File: config.mk
export PLATFORM = sky130hd
export DESIGN_NAME = whack_a_mole_core_flat
export DESIGN_NICKNAME = d
export VERILOG_FILES = /design/src/rtl/whack_a_mole_if.sv /design/src/rtl/whack_a_mole_core.sv /design/src/flat_wrapper.sv
export SDC_FILE = /design/constraint.sdc
export NUM_CORES = 1
export LEC_CHECK = 0
export CAP_MARGIN = 20
export CELL_PAD_IN_SITES_DETAIL_PLACEMENT = 1
export CELL_PAD_IN_SITES_GLOBAL_PLACEMENT = 1
export CORE_MARGIN = 2
export CORE_UTILIZATION = 45
export CTS_CLUSTER_DIAMETER = 150
export CTS_CLUSTER_SIZE = 14
export DETAILED_ROUTE_END_ITERATION = 8
export PLACE_DENSITY_LB_ADDON = 0.2
export SYNTH_ARGS = -nofsm -noshare
export SYNTH_HDL_FRONTEND = slang
export SYNTH_SLANG_ARGS = --single-unit
File: constraint.sdc
create_clock -name clock -period 6.95 [get_ports clock]
set_input_delay 1.0425 -clock clock [delete_from_list [all_inputs] [get_ports clock]]
set_output_delay 1.0425 -clock clock [all_outputs]
set_load 0.005 [all_outputs]
File: src/rtl/whack_a_mole_if.sv
// Bundle between the whack-a-mole engine and its surroundings: debounced
// inputs and 1 Hz tick in, LED / display values out.
interface whack_a_mole_if #(
  parameter int NUM_MOLES   = 5,
  parameter int SCORE_WIDTH = 8,
  parameter int GAME_TICKS  = 60
);
  localparam int TIME_W = $clog2(GAME_TICKS + 1);

  logic                   tick;
  logic                   start;
  logic [NUM_MOLES-1:0]   hit_pulse;
  logic [NUM_MOLES-1:0]   mole_active;
  logic [SCORE_WIDTH-1:0] score;
  logic [SCORE_WIDTH-1:0] miss_count;
  logic [TIME_W-1:0]      time_left;
  logic [3:0]             level;
  logic                   game_active;
  logic                   game_over;

  modport master (
    output tick, start, hit_pulse,
    input  mole_active, score, miss_count, time_left, level, game_active, game_over
  );

  modport slave (
    input  tick, start, hit_pulse,
    output mole_active, score, miss_count, time_left, level, game_active, game_over
  );
endinterface

File: src/rtl/whack_a_mole_core.sv
// Whack-a-mole game engine: IDLE/PLAY/OVER control, LFSR mole spawning with
// per-mole lifetimes, saturating score and miss counters, and the game timer.
module whack_a_mole_core #(
  parameter int          NUM_MOLES       = 5,
  parameter int          MAX_ACTIVE      = 2,
  parameter int          GAME_TICKS      = 60,
  parameter int          MOLE_LIFE_TICKS = 4,
  parameter int          LEVEL_SHIFT     = 3,
  parameter int          SCORE_WIDTH     = 8,
  parameter bit          WRONG_PENALTY   = 1'b1,
  parameter logic [15:0] LFSR_SEED       = 16'hACE1
) (
  input  logic           clock,
  input  logic           reset,
  whack_a_mole_if.slave  bus
);
  localparam int TIME_W = $clog2(GAME_TICKS + 1);
  localparam int LIFE_W = $clog2(MOLE_LIFE_TICKS + 1);
  localparam int CNT_W  = $clog2(NUM_MOLES + 1);
  localparam logic [SCORE_WIDTH-1:0] SCORE_MAX = '1;

  typedef enum logic [1:0] {IDLE, PLAY, OVER} state_t;

  state_t                 state_q, state_d;
  logic [15:0]            lfsr_q, lfsr_d;
  logic [LIFE_W-1:0]      life_q [NUM_MOLES];
  logic [LIFE_W-1:0]      life_d [NUM_MOLES];
  logic [NUM_MOLES-1:0]   active_q, active_d;
  logic [SCORE_WIDTH-1:0] score_q, score_d, miss_q, miss_d;
  logic [TIME_W-1:0]      time_q, time_d;
  logic [3:0]             level_q, level_d;
  logic                   game_active_q, game_over_q;
  logic [NUM_MOLES-1:0]   good, bad, expire, spawn_sel;
  logic                   final_tick;

  function automatic logic [CNT_W-1:0] popcount(input logic [NUM_MOLES-1:0] v);
    logic [CNT_W-1:0] c;
    c = '0;
    for (int i = 0; i < NUM_MOLES; i++) c = c + CNT_W'(v[i]);
    return c;
  endfunction

  function automatic logic [SCORE_WIDTH-1:0] sat_add(input logic [SCORE_WIDTH-1:0] a,
                                                     input logic [CNT_W-1:0] b);
    logic [SCORE_WIDTH:0] s;
    s = {1'b0, a} + (SCORE_WIDTH+1)'(b);
    return s[SCORE_WIDTH] ? SCORE_MAX : s[SCORE_WIDTH-1:0];
  endfunction

  function automatic logic [SCORE_WIDTH-1:0] floor_dec(input logic [SCORE_WIDTH-1:0] a);
    return (a == '0) ? a : a - 1'b1;
  endfunction

  function automatic logic [3:0] level_of(input logic [SCORE_WIDTH-1:0] s);
    logic [SCORE_WIDTH-1:0] sh;
    sh = s >> LEVEL_SHIFT;
    return (sh > SCORE_WIDTH'(15)) ? 4'd15 : sh[3:0];
  endfunction

  function automatic logic [LIFE_W-1:0] spawn_life(input logic [3:0] lvl);
    int l;
    l = MOLE_LIFE_TICKS - int'(lvl);
    if (l < 1) l = 1;
    return LIFE_W'(l);
  endfunction

  // Galois form, taps 16,14,13,11 (right shift, feedback mask 0xB400).
  function automatic logic [15:0] lfsr_step(input logic [15:0] v);
    return v[0] ? ((v >> 1) ^ 16'hB400) : (v >> 1);
  endfunction

  assign good       = bus.hit_pulse & active_q;
  assign bad        = bus.hit_pulse & ~active_q;
  assign final_tick = bus.tick && (time_q == TIME_W'(1));

  always_comb begin
    state_d   = state_q;
    lfsr_d    = lfsr_q;
    active_d  = active_q;
    life_d    = life_q;
    score_d   = score_q;
    miss_d    = miss_q;
    time_d    = time_q;
    level_d   = level_q;
    expire    = '0;
    spawn_sel = '0;
    case (state_q)
      IDLE, OVER: begin
        if (bus.start) begin
          state_d  = PLAY;
          score_d  = '0;
          miss_d   = '0;
          level_d  = '0;
          active_d = '0;
          time_d   = TIME_W'(GAME_TICKS);
          for (int i = 0; i < NUM_MOLES; i++) life_d[i] = '0;
        end
      end
      PLAY: begin
        score_d = sat_add(score_q, popcount(good));
        if (WRONG_PENALTY && (bad != '0)) score_d = floor_dec(score_d);
        level_d  = level_of(score_d);
        active_d = active_q & ~good;
        for (int i = 0; i < NUM_MOLES; i++) if (good[i]) life_d[i] = '0;
        if (bus.tick) begin
          lfsr_d = lfsr_step(lfsr_q);
          time_d = time_q - 1'b1;
          if (final_tick) begin
            // Last tick wipes the field without counting misses or spawning.
            state_d  = OVER;
            active_d = '0;
            for (int i = 0; i < NUM_MOLES; i++) life_d[i] = '0;
          end else begin
            for (int i = 0; i < NUM_MOLES; i++) begin
              if (active_q[i] && !good[i]) begin
                life_d[i] = life_q[i] - 1'b1;
                if (life_q[i] == LIFE_W'(1)) begin
                  expire[i]   = 1'b1;
                  active_d[i] = 1'b0;
                end
              end
              spawn_sel[i] = ((int'(lfsr_q[7:0]) % NUM_MOLES) == i);
            end
            miss_d = sat_add(miss_q, popcount(expire));
            // A lit target (hit or expiring included) means no spawn this tick.
            if ((int'(popcount(active_q)) < MAX_ACTIVE) && ((spawn_sel & ~active_q) != '0)) begin
              active_d = active_d | spawn_sel;
              for (int i = 0; i < NUM_MOLES; i++)
                if (spawn_sel[i]) life_d[i] = spawn_life(level_q);
            end
          end
        end
      end
      default: state_d = IDLE;
    endcase
  end

  always_ff @(posedge clock) begin
    if (reset) begin
      state_q       <= IDLE;
      lfsr_q        <= LFSR_SEED;
      active_q      <= '0;
      score_q       <= '0;
      miss_q        <= '0;
      time_q        <= '0;
      level_q       <= '0;
      game_active_q <= 1'b0;
      game_over_q   <= 1'b0;
      for (int i = 0; i < NUM_MOLES; i++) life_q[i] <= '0;
    end else begin
      state_q       <= state_d;
      lfsr_q        <= lfsr_d;
      active_q      <= active_d;
      score_q       <= score_d;
      miss_q        <= miss_d;
      time_q        <= time_d;
      level_q       <= level_d;
      game_active_q <= (state_d == PLAY);
      game_over_q   <= (state_d == OVER);
      life_q        <= life_d;
    end
  end

  assign bus.mole_active = active_q;
  assign bus.score       = score_q;
  assign bus.miss_count  = miss_q;
  assign bus.time_left   = time_q;
  assign bus.level       = level_q;
  assign bus.game_active = game_active_q;
  assign bus.game_over   = game_over_q;
endmodule

File: src/flat_wrapper.sv
// flat-port wrapper written by rule: the top's interface ports become plain ports
module whack_a_mole_core_flat 
#(
  parameter int          NUM_MOLES       = 5,
  parameter int          MAX_ACTIVE      = 2,
  parameter int          GAME_TICKS      = 60,
  parameter int          MOLE_LIFE_TICKS = 4,
  parameter int          LEVEL_SHIFT     = 3,
  parameter int          SCORE_WIDTH     = 8,
  parameter bit          WRONG_PENALTY   = 1'b1,
  parameter logic [15:0] LFSR_SEED       = 16'hACE1
)
  (clock, reset, bus_tick, bus_start, bus_hit_pulse, bus_mole_active, bus_score, bus_miss_count, bus_time_left, bus_level, bus_game_active, bus_game_over);
  whack_a_mole_if #(.NUM_MOLES(NUM_MOLES), .SCORE_WIDTH(SCORE_WIDTH), .GAME_TICKS(GAME_TICKS)) bus_i ();
  input  logic clock;
  input  logic reset;
  input wire logic [$bits(bus_i.tick)-1:0] bus_tick;
  input wire logic [$bits(bus_i.start)-1:0] bus_start;
  input wire logic [$bits(bus_i.hit_pulse)-1:0] bus_hit_pulse;
  output wire logic [$bits(bus_i.mole_active)-1:0] bus_mole_active;
  output wire logic [$bits(bus_i.score)-1:0] bus_score;
  output wire logic [$bits(bus_i.miss_count)-1:0] bus_miss_count;
  output wire logic [$bits(bus_i.time_left)-1:0] bus_time_left;
  output wire logic [$bits(bus_i.level)-1:0] bus_level;
  output wire logic [$bits(bus_i.game_active)-1:0] bus_game_active;
  output wire logic [$bits(bus_i.game_over)-1:0] bus_game_over;
  assign bus_i.tick = bus_tick;
  assign bus_i.start = bus_start;
  assign bus_i.hit_pulse = bus_hit_pulse;
  assign bus_mole_active = bus_i.mole_active;
  assign bus_score = bus_i.score;
  assign bus_miss_count = bus_i.miss_count;
  assign bus_time_left = bus_i.time_left;
  assign bus_level = bus_i.level;
  assign bus_game_active = bus_i.game_active;
  assign bus_game_over = bus_i.game_over;
  whack_a_mole_core #(.NUM_MOLES(NUM_MOLES), .MAX_ACTIVE(MAX_ACTIVE), .GAME_TICKS(GAME_TICKS), .MOLE_LIFE_TICKS(MOLE_LIFE_TICKS), .LEVEL_SHIFT(LEVEL_SHIFT), .SCORE_WIDTH(SCORE_WIDTH), .WRONG_PENALTY(WRONG_PENALTY), .LFSR_SEED(LFSR_SEED)) u_core (.clock(clock), .reset(reset), .bus(bus_i));
endmodule
==> key figures <==
Run status
  – Outcome: finished clean

Clock tree
  – Clock latency on the worst-skew pair: between 0.3 and 0.4 ns
  – Cts hold-fix bufs: 0
  – H-Tree Depth: 3
  – CTS sink count: 66
  – Total CTS buffers: 9
  – CTS tree: done
  – Post-CTS resize count: 0
  – Clk root buf: clkbuf_16
  – Post-CTS Setup Bufs: 0
  – CTS Buffer Depth: 2
  – Clock transition at path regs: around 0.060 ns

Drt
  – Antenna-violating nets left: 0
  – Vias: approximately 5.4k
  – Initial drt markers: 324
  – DR pass1 iterations: 4
  – Routed WL: 16700 µm
  – WL/cell: approximately 19 µm
  – Vias/cell: just over 6
  – Residual DRC: 0

Synth
  – Post-Synthesis Cells: about 710
  – Post-Synthesis Net Count: around 750
  – Most common flop cell mapped by yosys: dfxtp_1
  – Compound-Gate Fraction of Synth Area: a little over a quarter
  – Syn Area/Cell: ~8 µm²
  – Seq cells post-synth: 66
  – Netlist cell types: between 90 and 100
  – Synth Area in Simple Gates: roughly 28%
  – EDFF count, synth: 0
  – Ys Warns: 0
  – Largest family of logic cells by synthesized area: simple AND/OR/NAND/NOR gates
  – Cell Area, Synth: between 5000 and 6000 µm²
  – Asr flop ratio synth: 0%
  – XOR/XNOR Fraction of Synth Area: 3.79%
  – Seq/Total Area, Yosys: 24.0%
  – Mux cell area share after synthesis: roughly 2.1%
  – Synth Area in Adders: about a tenth

Global routing
  – Initial antenna violation count: 0
  – Most used routing layer: met2
  – GR Util met1: 34.7%
  – Vias in the first global route: between 5k and 6k
  – First-pass GRT wire length: between 20000 and 30000 µm
  – Met2 usage: between 40 and 50%
  – Grt ovf: 0
  – Pin count of the biggest net entering global routing: 61
  – Met3 GRT Util: about 4.6%
  – Total GRT Usage: 26.4%

Critical path
  – FF-to-FF path depth: 22
  – Setup crit start: u_core.lfsr_q[5]
  – Worst Path Class, Setup: reg -> reg
  – CP Capture Type: flip-flop
  – Startpoint types: flip-flop
  – WP data arrival: roughly 6.3 ns
  – Reg2Reg Launch Point: u_core.lfsr_q[5]
  – Data required time of the worst path: ~7.2 ns
  – Worst-path fanout max: 16

Layout
  – Area delta synth->final: 14.4%
  – Area taken by multi-input logic gates: a little under 4000 µm²
  – Fill cells: around 1.5k
  – Post-route design area: approximately 6300 µm²
  – Final cell count without fillers: 883
  – Nets: just under 800
  – Post-layout util: between 50% and 60%
  – ANT cells: 0
  – Flip-flop and latch area: 1320 µm²
  – Most frequent cells in the layout: nand2_1, a21oi_1, dfxtp_1
  – Share of layout cells above drive strength 1: 8.15%
  – Most common cell after layout, fill and taps aside: nand2_1

Timing
  – Worst-Margin Slew: around 1.0 ns
  – Fmax: ~160 MHz
  – Relative slew margins: roughly 32%
  – Min cycle time layout: between 6 and 7 ns
  – Crit share post-route: between 80% and 90%
  – Final hold vios: 0
  – Final clock skew: approximately 0.01 ns
  – Slew Limit Fails: 0
  – Final Setup Violations: 0
  – Unrepaired setup endpoints after global routing: false
  – Setup TNS: 0 ns

Flow run
  – Max-cap check violation count: 0

Die
  – Initial Util: between 40% and 50%
  – IO Count: 42
  – Chip width: between 100 and 150 µm
  – Row count: 40
  – Die H: 115 µm
  – Die Area: approximately 13000 µm²
  – Core footprint: between 10000 and 15000 µm²

Hold path
  – Hold Path Depth: 2
  – Worst hold path type: reg -> reg
  – HP Start: u_core.lfsr_q[8]

Placement
  – Placed Cells: around 870
  – Post-DP HPWL: 12500 µm
  – Gpl congestion: a little under 0.9
  – Post-Place Cell Area: around 6000 µm²
  – Input/output buffers: 41

Pwr
  – Worst VDD drop: between 0.3 and 0.4 mV
  – Total power: approximately 2000 µW
  – Pwr per Cell Area: around 310 nW/µm²
  – Leak: roughly 0.0024 µW
critical path, cell delays in order (launching register included):
cell and delay (ns):
dfxtp_1 0.64, nor2_4 0.11, inv_2 0.11, ha_1 0.28, and2b_1 0.32, a21o_1 0.19, and4_1 0.37, a211oi_2 0.13
o21ai_1 0.33, nor2_1 0.15, xnor2_2 0.30, inv_1 0.17, ha_1 0.26, and2_1 0.18, a2bb2oi_1 0.20, o221a_4 0.28
and2_1 0.31, nand2_1 0.16, a21oi_2 0.23, o2111ai_1 0.13, a211oi_1 0.71, nand3_1 0.15, a32o_1 0.28
layout make-up:
cell class / instances / share of cell area [%]
clock buffers: 9 / 3.57
clock inverters: 6 / 1.47
inverters: 43 / 2.56
multi-input cells: 568 / 61.7
flip-flops and latches: 66 / 21.0
well taps: 147 / 2.92
repair buffers: 44 / 6.79
cells by family (layout without fill, tap and decap cells):
family,count (synthesis),in the layout
adders and majority gates,39,39
muxes,10,10
buffers and inverters,73,102
AOI/OAI and AO/OA,207,207
DFF,66,66
xor gates and xnor gates,23,23
and+or+nand+nor,289,289
synth_stat cells (6+ instances only):
library cell,number,area [µm²]
nand3_1,17,85.1
a21oi_1,69,345
nand3b_1,12,90.1
a211o_1,8,70.1
a211oi_1,8,60.1
nor2b_1,9,56.3
nand2b_1,17,106
xnor2_1,12,105
a21o_1,7,52.6
ha_1,29,363
nor3_1,17,85.1
o21ai_1,6,30.0
and2_1,11,68.8
and3_1,6,37.5
a32o_1,6,60.1
dfxtp_1,66,1320
mux2i_1,7,70.1
inv_1,41,154
fa_1,8,160
xor2_1,10,87.6
nand2_1,90,338
o21a_1,7,52.6
nor2_1,62,233
clkbuf_1,20,75.1
o21ai_0,27,135
nor3b_1,9,67.6
a22oi_1,6,45.0
state kept, by name, indices dropped and copies added, names as in the netlist:
signal and count:
u_core.bus.miss_count 8, u_core.bus.score 8, u_core.life_q 15, u_core.lfsr_q 16, u_core.bus.level 4, u_core.state_q 2, u_core.bus.game_active 1, u_core.bus.game_over 1
u_core.bus.mole_active 5, u_core.bus.time_left 6
final timing paths:
check | slack (ns) | endpoint
worst min register to register | 0.46 | u_core.lfsr_q[8]
worst max-delay path | 0.85 | u_core.life_q[12]
worst max register to register | 0.85 | u_core.life_q[12]
worst min-delay path | 0.46 | u_core.lfsr_q[8]
power breakdown:
part | switching, µW | internal (µW) | total (µW)
combinational | 579 | 402 | 980
sequential | 60.2 | 417 | 478
clock | 186 | 313 | 500
through the flow:
step	worst slack (ns)	hold WS, ns
after floorplan	1.76	0.425
after global placement	0.883	0.437
after detailed placement	0.760	0.452
after CTS	0.885	0.461
after global routing	0.327	0.485
final	0.847	0.459
metal layers:
| metal | up-vias | share of wire (%) |
|---|---|---|
| met3 | 22 | 3.0 |
| met4 | 0 | 1.8 |
| met1 | 2682 | 47 |
| met5 | - | 0 |
| li1 | 2596 | - |
| met2 | 99 | 48 |
Power figures use the tool's default switching activity.
